$ cat config.mk
export PLATFORM = sky130hd
export DESIGN_NAME = bus_arbiter_rr_flat
export DESIGN_NICKNAME = d
export VERILOG_FILES = /design/src/rtl/bus_arbiter_rr_if.sv /design/src/rtl/bus_arbiter_rr.sv /design/src/flat_wrapper.sv
export SDC_FILE = /design/constraint.sdc
export NUM_CORES = 1
export LEC_CHECK = 0
export CAP_MARGIN = 30
export CORE_MARGIN = 2
export CORE_UTILIZATION = 56
export DETAILED_ROUTE_END_ITERATION = 8
export DONT_BUFFER_PORTS = 1
export PLACE_DENSITY = 0.7
export SYNTH_ARGS = -nofsm -noshare
export SYNTH_HDL_FRONTEND = slang
export SYNTH_SLANG_ARGS = --single-unit
$ cat constraint.sdc
create_clock -name clock -period 2.43 [get_ports clock]
set_input_delay 0.243 -clock clock [delete_from_list [all_inputs] [get_ports clock]]
set_output_delay 0.243 -clock clock [all_outputs]
set_load 0.005 [all_outputs]
$ cat src/rtl/bus_arbiter_rr_if.sv
// Shared master-bus signal bundle seen by the round-robin arbiter.
// The slave modport is the arbiter's view; the master modport is the
// view of the requesters and the bus (they drive requests and activity,
// and observe grants, aborts and ownership).
interface bus_arbiter_rr_if #(
  parameter int NR_MASTERS = 4
);
  logic [NR_MASTERS-1:0] request;
  logic [NR_MASTERS-1:0] grant;
  logic                  beginTransactionIn;
  logic                  endTransactionIn;
  logic                  dataValidIn;
  logic                  busyIn;
  logic                  busErrorOut;
  logic                  endTransactionOut;
  logic [2:0]            ownerId;
  logic                  busIdle;

  modport slave (
    input  request,
    input  beginTransactionIn,
    input  endTransactionIn,
    input  dataValidIn,
    input  busyIn,
    output grant,
    output busErrorOut,
    output endTransactionOut,
    output ownerId,
    output busIdle
  );

  modport master (
    output request,
    output beginTransactionIn,
    output endTransactionIn,
    output dataValidIn,
    output busyIn,
    input  grant,
    input  busErrorOut,
    input  endTransactionOut,
    input  ownerId,
    input  busIdle
  );
endinterface

$ cat src/rtl/bus_arbiter_rr.sv
// Round-robin arbiter for the shared master bus with begin timeout and
// transaction watchdog.
//
// Handshake: request[i] is a level held by master i until it sees grant[i],
// a single-cycle registered pulse. The granted master then has
// BEGIN_TIMEOUT cycles to raise beginTransactionIn; the transaction lasts
// until endTransactionIn. If no dataValidIn/busyIn activity occurs for
// WATCHDOG cycles, the arbiter emits busErrorOut and endTransactionOut
// together for one cycle and returns to idle. All outputs are registered.
module bus_arbiter_rr #(
  parameter int NR_MASTERS    = 4,
  parameter int BEGIN_TIMEOUT = 16,
  parameter int WATCHDOG      = 1023
) (
  input  logic                clock,
  input  logic                reset,
  bus_arbiter_rr_if.slave     bus,
  output logic [2:0]          dbg_state
);

  localparam logic [2:0] ST_IDLE       = 3'd0;
  localparam logic [2:0] ST_GRANT      = 3'd1;
  localparam logic [2:0] ST_WAIT_BEGIN = 3'd2;
  localparam logic [2:0] ST_BUSY       = 3'd3;
  localparam logic [2:0] ST_ABORT      = 3'd4;

  localparam logic [15:0] BEGIN_LIMIT = 16'(BEGIN_TIMEOUT);
  localparam logic [15:0] WDOG_LIMIT  = 16'(WATCHDOG);

  logic [2:0]            state_q, state_d;
  logic [15:0]           timer_q, timer_d;
  logic [2:0]            ptr_q, ptr_d;
  logic [2:0]            owner_q, owner_d;
  logic [NR_MASTERS-1:0] grant_q, grant_d;
  logic                  abort_q, abort_d;
  logic                  idle_q, idle_d;

  logic                  win_found;
  logic [2:0]            win_idx;
  int                    scan_idx;
  logic [15:0]           timer_inc;

  // Pick the first requester after the last winner, wrapping around.
  always_comb begin
    win_found = 1'b0;
    win_idx   = ptr_q;
    scan_idx  = 0;
    for (int i = 1; i <= NR_MASTERS; i++) begin
      scan_idx = int'(ptr_q) + i;
      if (scan_idx >= NR_MASTERS) scan_idx = scan_idx - NR_MASTERS;
      if (!win_found && bus.request[scan_idx]) begin
        win_found = 1'b1;
        win_idx   = 3'(scan_idx);
      end
    end
  end

  // Saturating increment so the timer never wraps back to a small value.
  assign timer_inc = (timer_q == 16'hFFFF) ? timer_q : timer_q + 16'd1;

  // Next-state, timer, pointer and registered-output computation.
  always_comb begin
    state_d = state_q;
    timer_d = timer_q;
    ptr_d   = ptr_q;
    owner_d = owner_q;
    grant_d = '0;
    case (state_q)
      ST_IDLE: begin
        timer_d = '0;
        if (win_found) begin
          state_d = ST_GRANT;
          ptr_d   = win_idx;
          owner_d = win_idx;
          grant_d = NR_MASTERS'(1) << win_idx;
        end
      end
      ST_GRANT: begin
        state_d = ST_WAIT_BEGIN;
        timer_d = '0;
      end
      ST_WAIT_BEGIN: begin
        if (bus.beginTransactionIn) begin
          state_d = ST_BUSY;
          timer_d = '0;
        end else if (timer_q == BEGIN_LIMIT) begin
          // Grant forfeited silently; ptr keeps the winner.
          state_d = ST_IDLE;
          timer_d = '0;
        end else begin
          timer_d = timer_inc;
        end
      end
      ST_BUSY: begin
        if (bus.endTransactionIn) begin
          state_d = ST_IDLE;
          timer_d = '0;
        end else if (timer_q == WDOG_LIMIT) begin
          state_d = ST_ABORT;
          timer_d = '0;
        end else if (bus.dataValidIn || bus.busyIn) begin
          timer_d = '0;
        end else begin
          timer_d = timer_inc;
        end
      end
      ST_ABORT: begin
        state_d = ST_IDLE;
        timer_d = '0;
      end
      default: begin
        state_d = ST_IDLE;
        timer_d = '0;
      end
    endcase
    abort_d = (state_d == ST_ABORT);
    idle_d  = (state_d == ST_IDLE);
  end

  // State and output registers with synchronous reset.
  always_ff @(posedge clock) begin
    if (reset) begin
      state_q <= ST_IDLE;
      timer_q <= '0;
      ptr_q   <= '0;
      owner_q <= '0;
      grant_q <= '0;
      abort_q <= 1'b0;
      idle_q  <= 1'b1;
    end else begin
      state_q <= state_d;
      timer_q <= timer_d;
      ptr_q   <= ptr_d;
      owner_q <= owner_d;
      grant_q <= grant_d;
      abort_q <= abort_d;
      idle_q  <= idle_d;
    end
  end

  assign bus.grant             = grant_q;
  assign bus.busErrorOut       = abort_q;
  assign bus.endTransactionOut = abort_q;
  assign bus.ownerId           = owner_q;
  assign bus.busIdle           = idle_q;
  assign dbg_state             = state_q;

endmodule
$ cat src/flat_wrapper.sv
// flat-port wrapper written by rule: the top's interface ports become plain ports
module bus_arbiter_rr_flat 
#(
  parameter int NR_MASTERS    = 4,
  parameter int BEGIN_TIMEOUT = 16,
  parameter int WATCHDOG      = 1023
)
  (clock, reset, dbg_state, bus_request, bus_beginTransactionIn, bus_endTransactionIn, bus_dataValidIn, bus_busyIn, bus_grant, bus_busErrorOut, bus_endTransactionOut, bus_ownerId, bus_busIdle);
  bus_arbiter_rr_if #(.NR_MASTERS(NR_MASTERS)) bus_i ();
  input  logic clock;
  input  logic reset;
  output logic [2:0] dbg_state;
  input wire logic [$bits(bus_i.request)-1:0] bus_request;
  input wire logic [$bits(bus_i.beginTransactionIn)-1:0] bus_beginTransactionIn;
  input wire logic [$bits(bus_i.endTransactionIn)-1:0] bus_endTransactionIn;
  input wire logic [$bits(bus_i.dataValidIn)-1:0] bus_dataValidIn;
  input wire logic [$bits(bus_i.busyIn)-1:0] bus_busyIn;
  output wire logic [$bits(bus_i.grant)-1:0] bus_grant;
  output wire logic [$bits(bus_i.busErrorOut)-1:0] bus_busErrorOut;
  output wire logic [$bits(bus_i.endTransactionOut)-1:0] bus_endTransactionOut;
  output wire logic [$bits(bus_i.ownerId)-1:0] bus_ownerId;
  output wire logic [$bits(bus_i.busIdle)-1:0] bus_busIdle;
  assign bus_i.request = bus_request;
  assign bus_i.beginTransactionIn = bus_beginTransactionIn;
  assign bus_i.endTransactionIn = bus_endTransactionIn;
  assign bus_i.dataValidIn = bus_dataValidIn;
  assign bus_i.busyIn = bus_busyIn;
  assign bus_grant = bus_i.grant;
  assign bus_busErrorOut = bus_i.busErrorOut;
  assign bus_endTransactionOut = bus_i.endTransactionOut;
  assign bus_ownerId = bus_i.ownerId;
  assign bus_busIdle = bus_i.busIdle;
  bus_arbiter_rr #(.NR_MASTERS(NR_MASTERS), .BEGIN_TIMEOUT(BEGIN_TIMEOUT), .WATCHDOG(WATCHDOG)) u_core (.clock(clock), .reset(reset), .bus(bus_i), .dbg_state(dbg_state));
endmodule
==> results of run 1 <==
[power by group]
part | internal [W] | total (W) | leakage, nW | switching, W
registers | 0.000513 | 0.000560 | 0.227 | 0.0000467
clock network | 0.0000918 | 0.000228 | 0.0210 | 0.000136
logic | 0.000293 | 0.000637 | 0.329 | 0.000344
[Yosys cell counts, types with 4 or more instances]
master | count | share of area [%]
nor2_1 | 23 | 5.0
xnor2_1 | 5 | 2.6
nand4_1 | 4 | 1.5
xor2_1 | 4 | 2.0
a21oi_1 | 7 | 2.0
a211oi_1 | 4 | 1.8
mux4_2 | 4 | 5.3
inv_1 | 10 | 2.2
nand2b_1 | 6 | 2.2
mux2i_1 | 6 | 3.5
o21ai_0 | 8 | 2.3
dfxtp_1 | 28 | 33
nor3_1 | 9 | 2.6
ha_1 | 4 | 2.9
nand2_1 | 10 | 2.2
[timing repair]
item,in CTS,in global routing
endpoints found under the hold margin,6,0
setup endpoints to repair,0,0
hold buffers,1,0
[state kept, by name (all words and copies together) (netlist names)]
name                    cells
u_core.timer_q             16
u_core.bus.grant            4
u_core.dbg_state            3
u_core.ptr_q                3
u_core.bus.busErrorOut      1
u_core.bus.busIdle          1
[area by class of cell]
cell class	instances	area, µm²
well taps	33	41.29
inverters	10	37.54
multi-input cells	149	1069
clock buffers	4	36.28
fillers	272	1177
flip-flops and latches	28	561.8
repair buffers	7	55.05
[cells by family after synthesis]
| logic type | share of synthesized area [%] |
|---|---|
| mux | 9.430 |
| compound gates | 18.42 |
| buf+inv | 4.824 |
| simple gates | 27.05 |
| flops | 32.75 |
| fa+ha+maj | 2.924 |
| xor+xnor | 4.605 |
[worst max-delay path: cells and delay by family, from the launching register on]
family                     cells  cell delay [ps]
and+or+nand+nor                3              490
DFF                            1              380
muxes                          1              360
adders and majority gates      1              320
buffers and inverters          2              280
AOI/OAI and AO/OA              1              260
[cell usage in the layout (no fill, tap or decap), types with 2 or more instances in the layout]
cell type	netlist	final
nand2_1	10	10
o22ai_1	2	2
inv_1	10	10
o21ai_2	2	2
clkbuf_4	0	3
nand4_1	4	4
and2_1	3	3
or3_1	3	3
o31ai_1	2	2
or2_2	2	2
mux4_2	4	4
a311oi_1	3	3
a21oi_1	7	7
nor2_1	23	23
or4_1	2	2
o21ai_0	8	8
nor3b_2	2	2
nand2b_1	6	6
nor3_1	9	9
xor2_1	4	4
and4_1	2	2
ha_1	4	4
a211oi_1	4	4
mux2i_1	6	6
dfxtp_1	28	27
nand3_1	3	3
nor4_1	3	3
buf_4	3	6
xnor2_1	5	5
nor2b_1	2	2
a31oi_1	2	2
[per-layer routing]
layer | part of all wire [%] | global-route usage, % | wire length, µm | up-vias
met5 | 0 | 0 | 0 | -
met4 | 1.7 | 7.792 | 61 | 0
met3 | 2.9 | 4.585 | 109 | 8
met2 | 51 | 38.30 | 1879 | 30
met1 | 45 | 29.16 | 1645 | 720
li1 | - | - | - | 734
[how the worst min path moves through the flow]
stage / start / cells past startpoint / end
global placement: reset / 1 / u_core.ptr_q[0]$_SDFFE_PP0N_
finish: reset / 1 / u_core.bus.busIdle$_SDFF_PP1_
floorplan: u_core.ptr_q[2]$_SDFFE_PP0N_ / 2 / u_core.ptr_q[2]$_SDFFE_PP0N_
global route: reset / 1 / u_core.bus.busIdle$_SDFF_PP1_
detailed placement: reset / 1 / u_core.ptr_q[0]$_SDFFE_PP0N_
CTS: reset / 1 / u_core.bus.busIdle$_SDFF_PP1_
[through the flow]
stage | util, % | hold WS (ps) | instance area [µm²] | std cells
2_1_floorplan | - | 449.7 | 1714 | 195
3_3_place_gp | 58.91 | 316.2 | 1754 | 226
3_5_place_dp | 58.91 | 319.8 | 1754 | 226
4_1_cts | 60.46 | 7.948 | 1800 | 231
5_1_grt | 60.46 | 11.44 | 1800 | 231
6_report | 60.46 | 10.48 | 1800 | 231
==> flow_summary.toml, run 1 <==
[status]
status = "finished, final reports clean"

[floorplanning]
pin_count = 23
initial_core_util_pct = 57.48
die_width_um = 59.29
die_h_um = 59.29
coreArea_mm2 = 0.002978
num_rows = 20
dieArea_mm2 = 0.003515

[placed_design]
pre_cts_slack_ps = 300.1
place_hpwl_mm = 2.744
gp_congestion = 0.9565
port_buffers = 0

[worst_setup_path]
crit_type = "reg2reg"
crit_slowest_cell = "dfxtp_2"
critical-path-max-stage-delay_ps = 380
rr_endpoint = "u_core.ptr_q[2]$_SDFFE_PP0N_"
startpoint = "u_core.ptr_q[0]$_SDFFE_PP0N_"
cp.required_ps = 2690
arrival_ps = 2410
rr_worst_depth = 8
crit_path_end = "u_core.ptr_q[2]$_SDFFE_PP0N_"
reg2reg_from = "u_core.ptr_q[0]$_SDFFE_PP0N_"
path_max_fanout = 8
r2r_slack_ps = 280
cp-end-kind = "register"
worstSetupStartpointType = "register"
cp_cell_sequence = "inv_1, ha_1, buf_4, mux4_2, nor2b_1, nor2_1, nand2_1, a311oi_1"

[timing]
setup_violations = 0
fmax_mhz = 465.2
drv_slew = 0
skew_ps = 11.94
setup_tns_ps = 0
relSlewSlack_pct = 68.49
rsz0062_at_grt = "false"
layout_setup_ws_ps = 280.5
hold_violations = 0
tightest_slew_ps = 471.0
post-route-min-period_ps = 2149
fin_crit_sh_pct = 88.46

[clock_tree]
clkSinkCount = 28
cts_setup_buffers = 0
root_buffer = "clkbuf_4"
cts-buffers-inserted = 3
tritoncts = "built"
clk_path_buf_depth = 2
htreeDepth = 1
clk_pin_slew_ps = 150
worstSkewPairLatency_ps = 330
ctsResizeCount = 0

[logic_synthesis]
syn_area_mm2 = 0.001712
synth-seq-cells = 28
ys_warn_count = 0
ys.flop_type = "dfxtp_1"
syn_area_per_cell_um2 = 8.778
synth.distinct_cells = 55
async_reset_ff_share_pct = 0
postSynthCellCount = 195
synth-edff-count = 0
syn_nets = 209
seq_area_frac_synth_pct = 32.75

[route]
num_vias = 1492
ant_nets = 0
wl_mm = 3.695
drt_pass1_iterations = 4
post_drt_wl_per_cell_um = 16.00
drc_errors = 0
drt_iter0_drc = 65
via_per_inst = 6.459

[flow_run]
max_cap_viol_count = 0

[grt]
grt-ovfl-total = 0
grt_antenna_before_repair = 0
grt_pass1_wl_mm = 6.265
grt_pass1_vias = 1411
track_usage_pct = 22.86
grt_max_degree = 17

[pwr]
ir_worst_vdd_mv = 0.3493
p_leak_nw = 0.5772
power.density_mw_per_mm2 = 791.4
p_total_w = 0.001425

[final_layout]
antenna_cells = 0
drive_gt1_share_pct = 14.14
nNetsFinal = 213
area_growth_pct = 5.190

[min_path]
hold_path.class = "in2reg"
Note: power is estimated with default switching activity, not from simulation.
==> run 2, diff against run 1 <==
- GPL_ROUTABILITY_DRIVEN: default -> 1
==> results of run 2 <==
The final DEF is identical to that of run 1; final timing and power are the same.
